$ cat config.mk
export PLATFORM = sky130hd
export DESIGN_NAME = clb_cfg_loader
export DESIGN_NICKNAME = d
export VERILOG_FILES = /design/src/rtl/fpga_cfg_pkg.sv /design/src/rtl/clb_cfg_loader.sv
export SDC_FILE = /design/constraint.sdc
export NUM_CORES = 1
export LEC_CHECK = 0
export CORE_MARGIN = 3
export CORE_UTILIZATION = 45
export DETAILED_ROUTE_END_ITERATION = 7
export PLACE_DENSITY = 0.7
export SYNTH_ARGS = -nofsm -noshare
export SYNTH_HDL_FRONTEND = slang
export SYNTH_SLANG_ARGS = --single-unit
$ cat constraint.sdc
create_clock -name clk -period 1.7 [get_ports clk]
set_input_delay 0.17 -clock clk [delete_from_list [all_inputs] [get_ports clk]]
set_output_delay 0.17 -clock clk [all_outputs]
set_load 0.01 [all_outputs]
$ cat src/rtl/fpga_cfg_pkg.sv
// Shared constants for the CLB configuration path: word layout, packing ratio and loader states.
package fpga_cfg_pkg;

    localparam int CFG_W      = 23;
    localparam int OUT_SEL_HI = 22;
    localparam int OUT_SEL_LO = 19;
    localparam int LUT_OR_FF  = 18;
    localparam int FF_EN_HI   = 17;
    localparam int FF_EN_LO   = 16;
    localparam int LUT_HI     = 15;
    localparam int BPC        = (CFG_W + 7) / 8;

    typedef enum logic [2:0] {
        IDLE,
        LOAD,
        WRITE,
        CHECK,
        DONE,
        ERR
    } cfg_state_e;

endpackage

$ cat src/rtl/clb_cfg_loader.sv
// Packs a byte-wide bitstream into CLB config words, strobes them into CLB 0..NUM_CLB-1
// in order, then validates a trailing XOR checksum byte.
module clb_cfg_loader
    import fpga_cfg_pkg::*;
#(
    parameter int NUM_CLB = 16
) (
    input  logic               clk,
    input  logic               rst,
    input  logic               start_i,
    input  logic [7:0]         byte_i,
    input  logic               byte_valid_i,
    output logic               byte_ready_o,
    output logic [NUM_CLB-1:0] wr_en_o,
    output logic [CFG_W-1:0]   bits_o,
    output logic               busy_o,
    output logic               done_o,
    output logic               err_o
);

    localparam int IDX_W = (NUM_CLB > 1) ? $clog2(NUM_CLB) : 1;
    localparam int BC_W  = $clog2(BPC + 1);
    localparam int SR_W  = CFG_W - 8;

    cfg_state_e        state;
    logic [IDX_W-1:0]  idx;
    logic [BC_W-1:0]   byte_cnt;
    logic [7:0]        chk;
    logic [SR_W-1:0]   sreg;
    logic [CFG_W-1:0]  word_nxt;
    logic              xfer;

    // Only the low CFG_W bits of the packed bytes are kept; the MSB of the first byte falls off.
    assign word_nxt = {sreg, byte_i};
    assign xfer     = byte_valid_i & byte_ready_o;

    always_ff @(posedge clk) begin
        if (rst) begin
            state        <= IDLE;
            idx          <= '0;
            byte_cnt     <= '0;
            chk          <= '0;
            sreg         <= '0;
            wr_en_o      <= '0;
            bits_o       <= '0;
            byte_ready_o <= 1'b0;
            busy_o       <= 1'b0;
            done_o       <= 1'b0;
            err_o        <= 1'b0;
        end else begin
            case (state)
                IDLE, DONE, ERR: begin
                    if (start_i) begin
                        state        <= LOAD;
                        idx          <= '0;
                        byte_cnt     <= '0;
                        chk          <= '0;
                        done_o       <= 1'b0;
                        err_o        <= 1'b0;
                        busy_o       <= 1'b1;
                        byte_ready_o <= 1'b1;
                    end
                end
                LOAD: begin
                    if (xfer) begin
                        sreg <= word_nxt[SR_W-1:0];
                        chk  <= chk ^ byte_i;
                        if (byte_cnt == BC_W'(BPC - 1)) begin
                            state        <= WRITE;
                            byte_cnt     <= '0;
                            byte_ready_o <= 1'b0;
                            wr_en_o      <= NUM_CLB'(1) << idx;
                            bits_o       <= word_nxt;
                        end else begin
                            byte_cnt <= byte_cnt + 1'b1;
                        end
                    end
                end
                WRITE: begin
                    wr_en_o      <= '0;
                    byte_ready_o <= 1'b1;
                    if (idx == IDX_W'(NUM_CLB - 1)) begin
                        state <= CHECK;
                    end else begin
                        idx   <= idx + 1'b1;
                        state <= LOAD;
                    end
                end
                CHECK: begin
                    if (xfer) begin
                        byte_ready_o <= 1'b0;
                        busy_o       <= 1'b0;
                        if (byte_i == chk) begin
                            state  <= DONE;
                            done_o <= 1'b1;
                        end else begin
                            state <= ERR;
                            err_o <= 1'b1;
                        end
                    end
                end
                default: begin
                    state        <= IDLE;
                    wr_en_o      <= '0;
                    byte_ready_o <= 1'b0;
                    busy_o       <= 1'b0;
                end
            endcase
        end
    end

endmodule

; Word level (Yosys, flattened, before mapping)
; Cells that the tools add are included.
[word_totals]
inputBits = 12
regBits = 75
output_inout_bits = 43
[op_classes]
n_reduce_logical = 16
n_mux = 33
n_eq_ne = 15
addsub = 2
shift = 1
bitwise_logic = 4
[ops]
columns = operator, count
row1 = 2-to-1 mux 16 bit, 2
row2 = case mux 16 bit (2 select lines), 1
row3 = 2-to-1 mux 8 bit, 2
row4 = case mux 8 bit (2 select lines), 1
row5 = << shifter 1 x 4 -> 16 bit (first input constant), 1
row6 = AND reduction 3 bit, 5
row7 = != test 2 bit (second input constant), 7
row8 = 2-to-1 mux 3 bit, 4
row9 = case mux 3 bit (4 select lines), 1
row10 = AND reduction 4 bit, 3
row11 = 2-to-1 mux 1 bit, 10
row12 = equality test 8 bit, 1
row13 = 2-to-1 mux 2 bit, 4
row14 = 2-to-1 mux 4 bit, 2
row15 = case mux 4 bit (2 select lines), 1
row16 = bitwise XOR 8 bit, 1
row17 = equality test 3 x 2 -> 1 bit (second input constant), 2
row18 = equality test 3 bit (second input constant), 2
row19 = nonzero test 2 bit, 3
row20 = adder 4 x 1 -> 4 bit (second input constant), 1
row21 = equality test 4 bit (second input constant), 1
row22 = case mux 1 bit (2 select lines), 2
row23 = case mux 1 bit (4 select lines), 1
row24 = case mux 2 bit (2 select lines), 1
row25 = 11 further kinds, 12

; Depth between registers and ports, before layout
[depth]
word_depth = 4
mapped_depth = 7
ltp_nobuf = 4

; Least setup slack after synthesis
; No wires, ideal clock.
[synth_timing]
path_type = register -> register
startpoint = reg state[2]
endpoint = reg idx[3]
setup_ns = 0.070
arrival_time_ns = 1.386
path_slack_ns = 0.244
stages_incl_launch_ff = 7
synth_period_minus_slack_ns = 1.456
required_ns = 1.630
path_cell_list = dfxtp_1 > buf_6 > nand2b_4 > buf_6 > nand3_4 > or4_1 > a21oi_1
[synth_between]
elab_chain_len = 4
elab_cells_between_ends = 10
classes_between = eq/ne (5) / mux (1) / reduce/logical (4)
[synth_rtl]
columns = element, line
row1 = start: declaration, clb_cfg_loader.sv:25  ; cfg_state_e state;
row2 = start signal: assignment, clb_cfg_loader.sv:39  ; state <= IDLE;
row3 = start signal: assignment, clb_cfg_loader.sv:54  ; state <= LOAD;
row4 = start signal: assignment, clb_cfg_loader.sv:69  ; state <= WRITE;
row5 = equality test 3 bit / zero test 3 bit (equally long branches), clb_cfg_loader.sv:51  ; case (state)
row6 = OR reduction 3 bit, clb_cfg_loader.sv:51
row7 = != test 2 bit (no line) / nonzero test 2 bit (equally long branches), --
row8 = AND reduction 3 bit (no line), --
row9 = end signal: assignment, clb_cfg_loader.sv:85  ; idx <= idx + 1'b1;
row10 = end: declaration, clb_cfg_loader.sv:26  ; logic [IDX_W-1:0] idx;
; Parallel ways exist; a longest one is shown, timed or not.
; A chain may end at the register's enable or synchronous reset.

; Worst setup path after layout
[layout_timing]
startpoint = reg chk[1]
endpoint = reg state[0]
[layout_between]
elab_chain_len = 4
[layout_rtl]
columns = element, line
row1 = start: declaration, clb_cfg_loader.sv:28  ; logic [7:0] chk;
row2 = start signal: assignment, clb_cfg_loader.sv:67  ; chk <= chk ^ byte_i;
row3 = equality test 8 bit, clb_cfg_loader.sv:93  ; if (byte_i == chk) begin
row4 = 2-to-1 mux 1 bit, clb_cfg_loader.sv:93
row5 = 2-to-1 mux 3 bit, clb_cfg_loader.sv:90  ; if (xfer) begin
row6 = case mux 3 bit (4 select lines), clb_cfg_loader.sv:51
row7 = end signal: assignment, clb_cfg_loader.sv:54
row8 = end signal: assignment, clb_cfg_loader.sv:94  ; state <= DONE;
row9 = end signal: assignment, clb_cfg_loader.sv:97  ; state <= ERR;
; No other way between the ends. The select of a mux whose other input is x is not followed.

==> impl_metrics.ini <==
[status]
status = finished clean

[cells_and_area]
mostFrequentLayoutCell = nand2_1
area.growth.synth_to_final_pct = 32.0
layout_common_cells = nand2_1, dfxtp_1, a21oi_1, clkdlybuf4s50_1, buf_4
stdcell_count = 556
drive_above_1_share_pct = 13.0
antenna_cells = 0
num-nets-final = 473

[placed_design]
hpwl_mm = 5.43
place_ws_ns = -0.223
place_congestion = 0.796
numPortBuffers = 54
dp_cells = 540

[detailed_routing]
dr.pass1.iters = 4
via_per_inst = 5.19
wire_per_inst_um = 13.6
wl_mm = 7.59
vias = 2884
drt_iter0_markers = 140
antenna_left = 0
drc_errors = 0

[clocking]
cts_setup_buffers = 0
h-tree-depth = 3
cts_tree = done
ctsHoldBuffers = 0
post_cts_resized = 0
cts_sinks = 75
numCtsBuffers = 9
path_clk_slew_ns = 0.09
clockBufferDepth = 2
worstSkewPairLatency_ns = 0.35
root_buffer = clkbuf_8

[timing]
rsz0062_at_grt = false
skew_ns = 0.0104
setup_viol = 0
final.min_clock_period_ns = 1.60
maxSlewViolCount = 0
fin_ws_ns = 0.0967
hold_violations = 0
fin_crit_sh_pct = 94.3
slew_headroom_pct = 66.1
fmax_ghz = 0.624
worstMarginPinSlew_ns = 0.503

[synthesis]
synth-async-reset-ratio_pct = 0
synth_edf_count = 0
synthTopCellsByArea = dfxtp_1, nand2_1, a21oi_1
synth_cells = 380
yosysSeqAreaShare_pct = 46.9
synth.yosys.warnings = 0
syn_nets = 398
syn_area_mm2 = 0.00320
ys_types = 44
ys_ff_latch = 75
synth_top_area_share_pct = 46.9
synth_top_area_cell = dfxtp_1
synth_ff_type = dfxtp_1
avgSynthCellArea_um2 = 8.42

[worst_setup_path]
start_kind = flop
worst_path_max_delay_cell = nor4_1
path_cells = xor2_1 -> nor4_1 -> buf_4 -> nand2_1 -> o221a_2
crit_path_max_fanout = 3
rrSetupSlack_ns = 0.1
cp.required_ns = 1.94
crit_path_end_kind = flop
crit_path_max_incr_delay_ns = 0.49
crit_type = reg2reg
critPathArrivalTime_ns = 1.84

[global_route]
grtUsageTotal_pct = 18.7
grt_pass1_vias = 2777
grt_pass1_wl_mm = 12.7
antenna_found_initial = 0
grt_max_degree = 28
grt-ovfl-total = 0

[die]
core_mm2 = 0.00683
dieArea_mm2 = 0.00816
io_pins = 55
start_util_pct = 46.8
die_h_um = 90.3
row_count = 30
dieWidth_um = 90.3

[pwr]
power_leakage_nw = 1.49
pwr_density_cell_mw_per_mm2 = 862
vdd_drop_max_uv = 413

[run]
cap_viol_max_count = 0

[min_path]
hold_class = in2reg
## worst paths after layout
| check | startpoint | to | cells past startpoint |
|---|---|---|---|
| hold / removal | rst | state[2] | 2 |
| setup / recovery | chk[1] | state[0] | 5 |
| setup reg to reg | chk[1] | state[0] | 5 |
| hold reg to reg | sreg[8] | bits_o[16] | 2 |
## state kept, by name, indices dropped and copies added (netlist names)
name          count
byte_cnt          2
byte_ready_o      1
idx               4
state             3
busy_o            1
done_o            1
sreg             15
chk               8
err_o             1
wr_en_o          16
bits_o           23
## cell families after synthesis
family | synth area share [%]
buf+inv | 5.55
xor+xnor | 2.19
simple gates | 22.6
flops | 46.9
compound gates | 20.1
fa+ha+maj | 2.35
mux | 0.313
## metrics by stage
| step | TNS [ns] | hold WS [ns] | power [mW] | utilization [%] | instance area [µm²] |
|---|---|---|---|---|---|
| finish | 0 | 0.249 | 3.64 | 61.8 | 4220 |
| detailed placement | -0.997 | 0.448 | 2.30 | 58.9 | 4020 |
| global placement | -0.493 | 0.443 | 2.29 | 58.9 | 4020 |
| CTS | 0 | 0.201 | 3.67 | 61.8 | 4220 |
| floorplan | 0 | 0.306 | 2.12 | - | 3200 |
| global route | 0 | 0.255 | 3.78 | 61.8 | 4220 |
## layout make-up
class / instances / area [µm²]
Clock buffer: 9 / 124
Clock inverter: 7 / 75.1
Fill cell: 635 / 2610
Inverter: 10 / 37.5
Multi-Input combinational cell: 269 / 1520
Sequential cell: 75 / 1500
Tap cell: 96 / 120
Timing Repair Buffer: 90 / 843
## per-layer routing
metal  share of wire, %  GRT usage, %  wire (µm)
met5                  0             0          0
met4                1.4          7.14        103
met3                3.4          3.58        261
met2                 46          30.8       3500
met1                 49          24.4       3720
## worst max-delay path, delay by kind of cell (launching register included)
family	cells	cell delay [ns]
XOR/XNOR	1	0.16
AND/OR/NAND/NOR	2	0.55
buffers and inverters	1	0.20
AO/OA/AOI/OAI	1	0.24
flip-flops	1	0.33
## cell usage after synthesis, drive strengths merged, types with 2 or more instances
library cell,n
inv,10
buf,12
o211ai,4
dfxtp,75
o2111ai,3
nor2,7
o21a,2
nor3,12
a21oi,63
nand2,88
ha,6
xor2,8
nor4,2
o21ai,9
and2,3
nor2b,5
clkbuf,14
o31ai,5
and3,3
nand3,12
and4b,2
a32o,7
nor3b,3
o32ai,6
nand3b,5
## where the power goes
group	total [mW]	internal (mW)	leakage, nW	switching, mW
combinational	0.441	0.191	0.781	0.250
sequential	1.82	1.79	0.606	0.0347
clock	1.38	0.688	0.104	0.693
Note: power is estimated with default switching activity, not from simulation.
